File: config.mk
export PLATFORM = sky130hd
export DESIGN_NAME = spi_frame_scheduler
export DESIGN_NICKNAME = d
export VERILOG_FILES = /design/src/rtl/spi_frame_scheduler.sv
export SDC_FILE = /design/constraint.sdc
export NUM_CORES = 1
export LEC_CHECK = 0
export CAP_MARGIN = 20
export CORE_ASPECT_RATIO = 0.8
export CORE_MARGIN = 2
export CORE_UTILIZATION = 30
export DETAILED_ROUTE_END_ITERATION = 10
export GPL_ROUTABILITY_DRIVEN = 1
export GPL_TIMING_DRIVEN = 0
export PLACE_DENSITY_LB_ADDON = 0.3
export SETUP_SLACK_MARGIN = 0.05
export SLEW_MARGIN = 20
export SYNTH_ARGS = -nofsm -noshare
export SYNTH_HDL_FRONTEND = slang
export SYNTH_SLANG_ARGS = --single-unit
export TNS_END_PERCENT = 100
File: constraint.sdc
create_clock -name clk_in -period 2.72 [get_ports clk_in]
set_input_delay 0.272 -clock clk_in [delete_from_list [all_inputs] [get_ports clk_in]]
set_output_delay 0.272 -clock clk_in [all_outputs]
set_load 0.01 [all_outputs]
File: src/rtl/spi_frame_scheduler.sv
`default_nettype none
// ============================================================================
// Module   : spi_frame_scheduler
// Purpose  : Walks a decimated frame in raster order, fetches pixels from BRAM
//            and hands each one to an SPI sender, pacing on its chip-select.
//            Optional FRAME_CHECKSUM_EN appends a checksum transaction.
// Revision : 1.0 - initial release
// ============================================================================
module spi_frame_scheduler #(
    parameter int H_COUNT        = 640,
    parameter int V_COUNT        = 360,
    parameter int H_STEP         = 4,
    parameter int V_STEP         = 4,
    parameter int ADDR_WIDTH     = 14,
    parameter int BRAM_LATENCY   = 2,
    parameter int GAP_CYCLES     = 4,
    parameter int TIMEOUT_CYCLES = 4096
) (
    input  logic                  clk_in,
    input  logic                  rst_n_in,
    input  logic                  start_in,
    input  logic                  abort_in,
    input  logic [7:0]            rd_data_in,
    input  logic                  cs_in,
    output logic                  rd_en_out,
    output logic [ADDR_WIDTH-1:0] rd_addr_out,
    output logic                  trigger_out,
    output logic [7:0]            data_out,
    output logic [9:0]            hcount_out,
    output logic [8:0]            vcount_out,
    output logic                  busy_out,
    output logic                  frame_done_out,
    output logic                  error_out
);

    localparam int               CNT_W     = $clog2(TIMEOUT_CYCLES + 1);
    localparam logic [9:0]       c_H_LAST  = 10'(H_COUNT - H_STEP);
    localparam logic [9:0]       c_H_STEP  = 10'(H_STEP);
    localparam logic [8:0]       c_V_LAST  = 9'(V_COUNT - V_STEP);
    localparam logic [8:0]       c_V_STEP  = 9'(V_STEP);
    localparam logic [CNT_W-1:0] c_LAT_END = CNT_W'(BRAM_LATENCY - 1);
    localparam logic [CNT_W-1:0] c_GAP_END = CNT_W'(GAP_CYCLES - 1);
    localparam logic [CNT_W-1:0] c_TMO_END = CNT_W'(TIMEOUT_CYCLES - 1);

    typedef enum logic [3:0] {
        S_IDLE      = 4'd0,
        S_FETCH     = 4'd1,
        S_LAT       = 4'd2,
        S_SEND      = 4'd3,
        S_WAIT_BUSY = 4'd4,
        S_WAIT_IDLE = 4'd5,
        S_GAP       = 4'd6,
        S_DONE      = 4'd7
`ifdef FRAME_CHECKSUM_EN
        , S_CKSUM   = 4'd8
`endif
    } state_t;

    state_t                r_state;
    state_t                w_next;
    logic [CNT_W-1:0]      r_cnt;
    logic [9:0]            r_h;
    logic [8:0]            r_v;
    logic [ADDR_WIDTH-1:0] r_addr;
    logic [7:0]            r_data;
    logic [9:0]            r_hout;
    logic [8:0]            r_vout;
    logic                  r_err;
    logic                  r_abort;
    logic                  w_last;
    logic                  w_abort;
    logic                  w_tmo;
    logic                  w_gap_end;
`ifdef FRAME_CHECKSUM_EN
    logic [7:0]            r_sum;
    logic                  r_ck_phase;
`endif

    assign w_last    = (r_h == c_H_LAST) && (r_v == c_V_LAST);
    assign w_abort   = r_abort | abort_in;
    assign w_gap_end = (r_state == S_GAP) && (r_cnt == c_GAP_END);
    assign w_tmo     = (r_cnt == c_TMO_END) &&
                       (((r_state == S_WAIT_BUSY) &&  cs_in) ||
                        ((r_state == S_WAIT_IDLE) && !cs_in));

    always_comb begin
        w_next = r_state;
        case (r_state)
            S_IDLE:      if (start_in) w_next = S_FETCH;
            S_FETCH:     w_next = S_LAT;
            S_LAT:       if (r_cnt == c_LAT_END) w_next = S_SEND;
            S_SEND:      w_next = S_WAIT_BUSY;
            S_WAIT_BUSY: if (!cs_in) w_next = S_WAIT_IDLE;
                         else if (w_tmo) w_next = S_IDLE;
            S_WAIT_IDLE: if (cs_in) w_next = S_GAP;
                         else if (w_tmo) w_next = S_IDLE;
            S_GAP: begin
                if (w_gap_end) begin
`ifdef FRAME_CHECKSUM_EN
                    // The checksum pass re-enters GAP with w_last still true.
                    if (r_ck_phase || w_abort) w_next = S_DONE;
                    else if (w_last)           w_next = S_CKSUM;
                    else                       w_next = S_FETCH;
`else
                    if (w_abort || w_last) w_next = S_DONE;
                    else                   w_next = S_FETCH;
`endif
                end
            end
`ifdef FRAME_CHECKSUM_EN
            S_CKSUM:     w_next = S_WAIT_BUSY;
`endif
            S_DONE:      w_next = S_IDLE;
            default:     w_next = S_IDLE;
        endcase
    end

    always_ff @(posedge clk_in or negedge rst_n_in) begin
        if (!rst_n_in) begin
            r_state    <= S_IDLE;
            r_cnt      <= '0;
            r_h        <= '0;
            r_v        <= '0;
            r_addr     <= '0;
            r_data     <= '0;
            r_hout     <= '0;
            r_vout     <= '0;
            r_err      <= 1'b0;
            r_abort    <= 1'b0;
`ifdef FRAME_CHECKSUM_EN
            r_sum      <= '0;
            r_ck_phase <= 1'b0;
`endif
        end else begin
            r_state <= w_next;
            // One shared counter times latency, timeout and gap per state.
            if ((r_state == S_IDLE) || (w_next != r_state)) r_cnt <= '0;
            else                                             r_cnt <= r_cnt + CNT_W'(1);

            if ((r_state == S_IDLE) && start_in) begin
                r_err      <= 1'b0;
                r_h        <= '0;
                r_v        <= '0;
                r_addr     <= '0;
                r_abort    <= 1'b0;
`ifdef FRAME_CHECKSUM_EN
                r_sum      <= '0;
                r_ck_phase <= 1'b0;
`endif
            end else if ((r_state != S_IDLE) && abort_in) begin
                r_abort <= 1'b1;
            end

            if (w_tmo) r_err <= 1'b1;

            if ((r_state == S_LAT) && (r_cnt == c_LAT_END)) begin
                r_data <= rd_data_in;
                r_hout <= r_h;
                r_vout <= r_v;
            end

            if (w_gap_end && (w_next == S_FETCH)) begin
                r_addr <= r_addr + ADDR_WIDTH'(1);
                if (r_h == c_H_LAST) begin
                    r_h <= '0;
                    r_v <= r_v + c_V_STEP;
                end else begin
                    r_h <= r_h + c_H_STEP;
                end
            end
`ifdef FRAME_CHECKSUM_EN
            if (r_state == S_SEND) r_sum <= r_sum + r_data;
            if (w_gap_end && (w_next == S_CKSUM)) begin
                r_data     <= r_sum;
                r_hout     <= 10'h3FF;
                r_vout     <= 9'h1FF;
                r_ck_phase <= 1'b1;
            end
`endif
        end
    end

    assign rd_en_out      = (r_state == S_FETCH);
    assign rd_addr_out    = r_addr;
`ifdef FRAME_CHECKSUM_EN
    assign trigger_out    = (r_state == S_SEND) || (r_state == S_CKSUM);
`else
    assign trigger_out    = (r_state == S_SEND);
`endif
    assign data_out       = r_data;
    assign hcount_out     = r_hout;
    assign vcount_out     = r_vout;
    assign busy_out       = (r_state != S_IDLE);
    assign frame_done_out = (r_state == S_DONE);
    assign error_out      = r_err;

endmodule
`default_nettype wire

==> key figures, run 1 <==
Logic synthesis
  • Cell taking the most area after synthesis: dfrtp_1
  • Synth Warn #: 0
  • Synth Area in Adders: 2.34%
  • Synth Area in Compound Gates: 10.7%
  • Largest family of logic cells by synthesized area: simple AND/OR/NAND/NOR gates
  • Mux cell area share after synthesis: 7.52%
  • Yosys reg bits: 75
  • Simple-Gate Fraction of Synth Area: 22.5%
  • Gate Count Post-Synth: 344
  • Top-area cell type share of the netlist area: 50.2%
  • FFs w/ async S/R, synth: 100%
  • Top_reg_cell synth: dfrtp_1
  • Synth unique cells: 52
  • Cell area after synthesis: 0.00374 mm²
  • Synth top area cells: dfrtp_1 (50%), mux2_1 (5.4%), nand3_1 (4.0%)
  • Synth Area in XOR/XNOR: 3.74%
  • Number of flops mapped to enable cells by yosys: 0
  • Sequential share of the synthesized area: 50.2%
  • Syn Area/Cell: 10.9 µm²

Global routing
  • Vias in the first global route: 2692
  • Tot GR Track Use: 13.0%
  • Largest net degree at the start of global routing: 55
  • First-pass GRT wire length: 13800 µm
  • Initial antenna violation count: 0
  • Grt ovf: 0

STA
  • Worst Tran Pin Value: 0.565 ns
  • Hold_ws: 0.374 ns
  • Fin crit share: 88.3%
  • Fmax: 0.416 GHz
  • Final setup violating endpoints: 0
  • Clock Skew: 0.00520 ns
  • Fin. max-slew vios: 0
  • Rel. slew slack: 62.0%
  • Minimum clock period: 2.40 ns
  • RSZ-0062 raised after global routing: no
  • Endpoints failing hold: 0

Die
  • Die width: 129 µm
  • Starting density of the core: 30.8%
  • Die H: 104 µm
  • I/O pin count: 59
  • Core area: 0.0122 mm²
  • Die Area: 0.0134 mm²
  • Site row count: 36

Route
  • Pre-Repair DR Iteration Count: 4
  • Vias post-DR: 2820
  • Average wire per standard cell: 14.3 µm
  • Vias per inst: 4.94
  • Starting DRT DRC Count: 123
  • Final ANT Viol Nets: 0
  • Final WL: 8190 µm
  • DRC viols: 0

Worst setup path
  • Crit. End Element: output port
  • Setup Crit Path Kind: flop to output port
  • CP arrival: 2.13 ns
  • WP buf/inv: 3
  • Worst path cell trace: clkbuf_1, nor4_2, inv_1, clkdlybuf4s50_1
  • Reg2reg path depth: 7
  • R2R Path End: r_cnt[3]
  • Reg-to-Reg Start: r_cnt[0]
  • Critical path's slowest cell: clkdlybuf4s50_1
  • R2r setup slk: 0.36 ns
  • CP peak stage delay: 0.53 ns
  • Crit Path Max Fanout: 10
  • Critical path required time: 2.45 ns
  • CP delay by family, top: buffers and inverters
  • Nature of the critical path startpoint: flop

Clocking
  • CTS tree: done
  • Clk Latency, worst-skew pair: 0.34 ns
  • Longest Clk Path Bufs: 2
  • Sink Count: 75
  • Clk slew on worst S/H paths: 0.06 ns
  • CTS resizes: 0
  • Cts bufs inserted: 9
  • Clk root buf: clkbuf_16
  • H-tree depth: 3

Job
  • Maxcap violations: 0

Hold path
  • Worst hold path type: primary input to asynchronous set/reset pin

Power and ir drop
  • Peak supply drop: 0.310 mV
  • Power density over the cells: 519 mW/mm²
  • Leak Pwr: 2.15 nW
  • Tot Pwr: 2.49 mW

Layout
  • N_diodes: 0
  • Final-stage net count: 435
  • Fraction of layout cells with a size suffix above 1: 11.5%
  • Syn-to-layout area delta: 28.2%
  • Leading cell type in the layout, fill and taps excluded: dfrtp_1
  • Most frequent cells in the layout: dfrtp_1 (75), clkdlybuf4s50_1 (55), nand3_1 (30)

Placed design
  • DP Wirelength: 5920 µm
  • Port bufs: 56
  • Routability congestion estimate: 0.843

Outcome
  • Status: finished clean
==> worst max-delay path by stage <==
stage	from	slack, ns	depth (start not counted)	to
floorplan	r_cnt[0]	0.75	7	r_cnt[3]
CTS	r_cnt[0]	0.29	7	r_cnt[3]
detailed placement	r_cnt[0]	0.30	7	r_cnt[3]
global route	r_cnt[0]	0.08	7	r_cnt[3]
finish	r_state[2]	0.32	4	busy_out
global placement	rst_n_in	-1.38	1	rd_addr_out[3]
==> stage by stage <==
| stage | cell area (µm²) | util (%) | setup TNS, ns | worst slack (ns) | std cells |
|---|---|---|---|---|---|
| 2_1_floorplan | 3750 | - | 0 | 0.748 | 346 |
| 3_3_place_gp | 4500 | 37.0 | -102.98 | -1.38 | 554 |
| 3_5_place_dp | 4530 | 37.2 | 0 | 0.299 | 555 |
| 4_1_cts | 4800 | 39.4 | 0 | 0.290 | 571 |
| 5_1_grt | 4800 | 39.4 | 0 | 0.0802 | 571 |
| 6_report | 4800 | 39.4 | 0 | 0.319 | 571 |
==> sequential cells by signal, indices dropped and copies added, names as in the netlist <==
signal	flops
r_cnt	13
r_abort	1
hcount_out	8
vcount_out	9
r_state	4
r_h	8
rd_addr_out	14
r_v	9
error_out	1
data_out	8
==> area by class of cell <==
type | count | area, µm²
Multi-Input combinational cell | 250 | 1760
Fill cell | 1197 | 7360
Clock buffer | 12 | 246
Timing Repair Buffer | 58 | 596
Tap cell | 152 | 190
Sequential cell | 75 | 1880
Inverter | 7 | 26.3
Clock inverter | 3 | 15.0
Buffer | 14 | 83.8
==> power breakdown <==
group          switching [mW]  internal, mW  leakage (nW)  total [mW]
clock                   0.442         0.633         0.132        1.07
combinational           0.126         0.115         0.998       0.240
sequential             0.0250          1.15          1.02        1.17
==> synthesized netlist by cell type, types with 6 or more instances <==
library cell and instances:
nor3_1 26, xnor2_1 11, dfrtp_1 75, nand3_1 30, nor3b_1 6, nand4_1 6, a21oi_1 6, nand2_1 21
nor2_1 22, ha_1 7, buf_2 7, inv_1 7, mux2_1 18, and3_1 10, mux2_2 7, a211o_1 13
o21ai_0 9
==> layer usage <==
layer / part of all wire [%] / global-route usage (%) / vias up
li1: - / - / 1390
met1: 53 / 19.2 / 1370
met2: 42 / 18.0 / 53
met3: 4.2 / 4.63 / 7
met4: 0.99 / 2.95 / 0
met5: 0 / 0 / -
==> logic make-up (layout without fill, tap and decap cells) <==
kind of cell | count (synthesis) | after routing
buffers and inverters | 21 | 94
AND/OR/NAND/NOR | 151 | 151
AO/OA/AOI/OAI | 48 | 48
flip-flops | 75 | 75
other | 1 | 3
multiplexers | 25 | 25
adder cells (fa/ha/maj) | 7 | 7
XOR/XNOR | 16 | 16
==> repair_timing <==
item,CTS,global route
endpoints found under the hold margin,21,0
hold buffers,1,0
endpoints found under the setup margin,0,0
setup buffers,0,0
(Power assumes the default switching activity.)
==> inputs of run 2 (changes only) <==
--- a/config.mk
+++ b/config.mk
@@ -10,7 +10,7 @@
 export CORE_MARGIN = 2
 export CORE_UTILIZATION = 30
 export DETAILED_ROUTE_END_ITERATION = 10
-export GPL_ROUTABILITY_DRIVEN = 1
+export GPL_ROUTABILITY_DRIVEN = 0
 export GPL_TIMING_DRIVEN = 0
 export PLACE_DENSITY_LB_ADDON = 0.3
 export SETUP_SLACK_MARGIN = 0.05
==> constraint.sdc (replaced) <==
create_clock -name clk_in -period 3 [get_ports clk_in]
set_input_delay 0.3 -clock clk_in [delete_from_list [all_inputs] [get_ports clk_in]]
set_output_delay 0.3 -clock clk_in [all_outputs]
set_load 0.01 [all_outputs]
==> results of run 2 <==
The final DEF is identical to that of run 1. Status: finished clean.
Among the figures that moved: setup slack after placement 0.299 ns -> 0.579 ns; setup slack after layout 0.319 ns -> 0.571 ns; hold slack 0.374 ns -> 0.402 ns; register-to-register setup slack 0.36 ns -> 0.64 ns; total power 2.49 mW -> 2.26 mW; worst IR drop on VDD 0.310 mV -> 0.281 mV
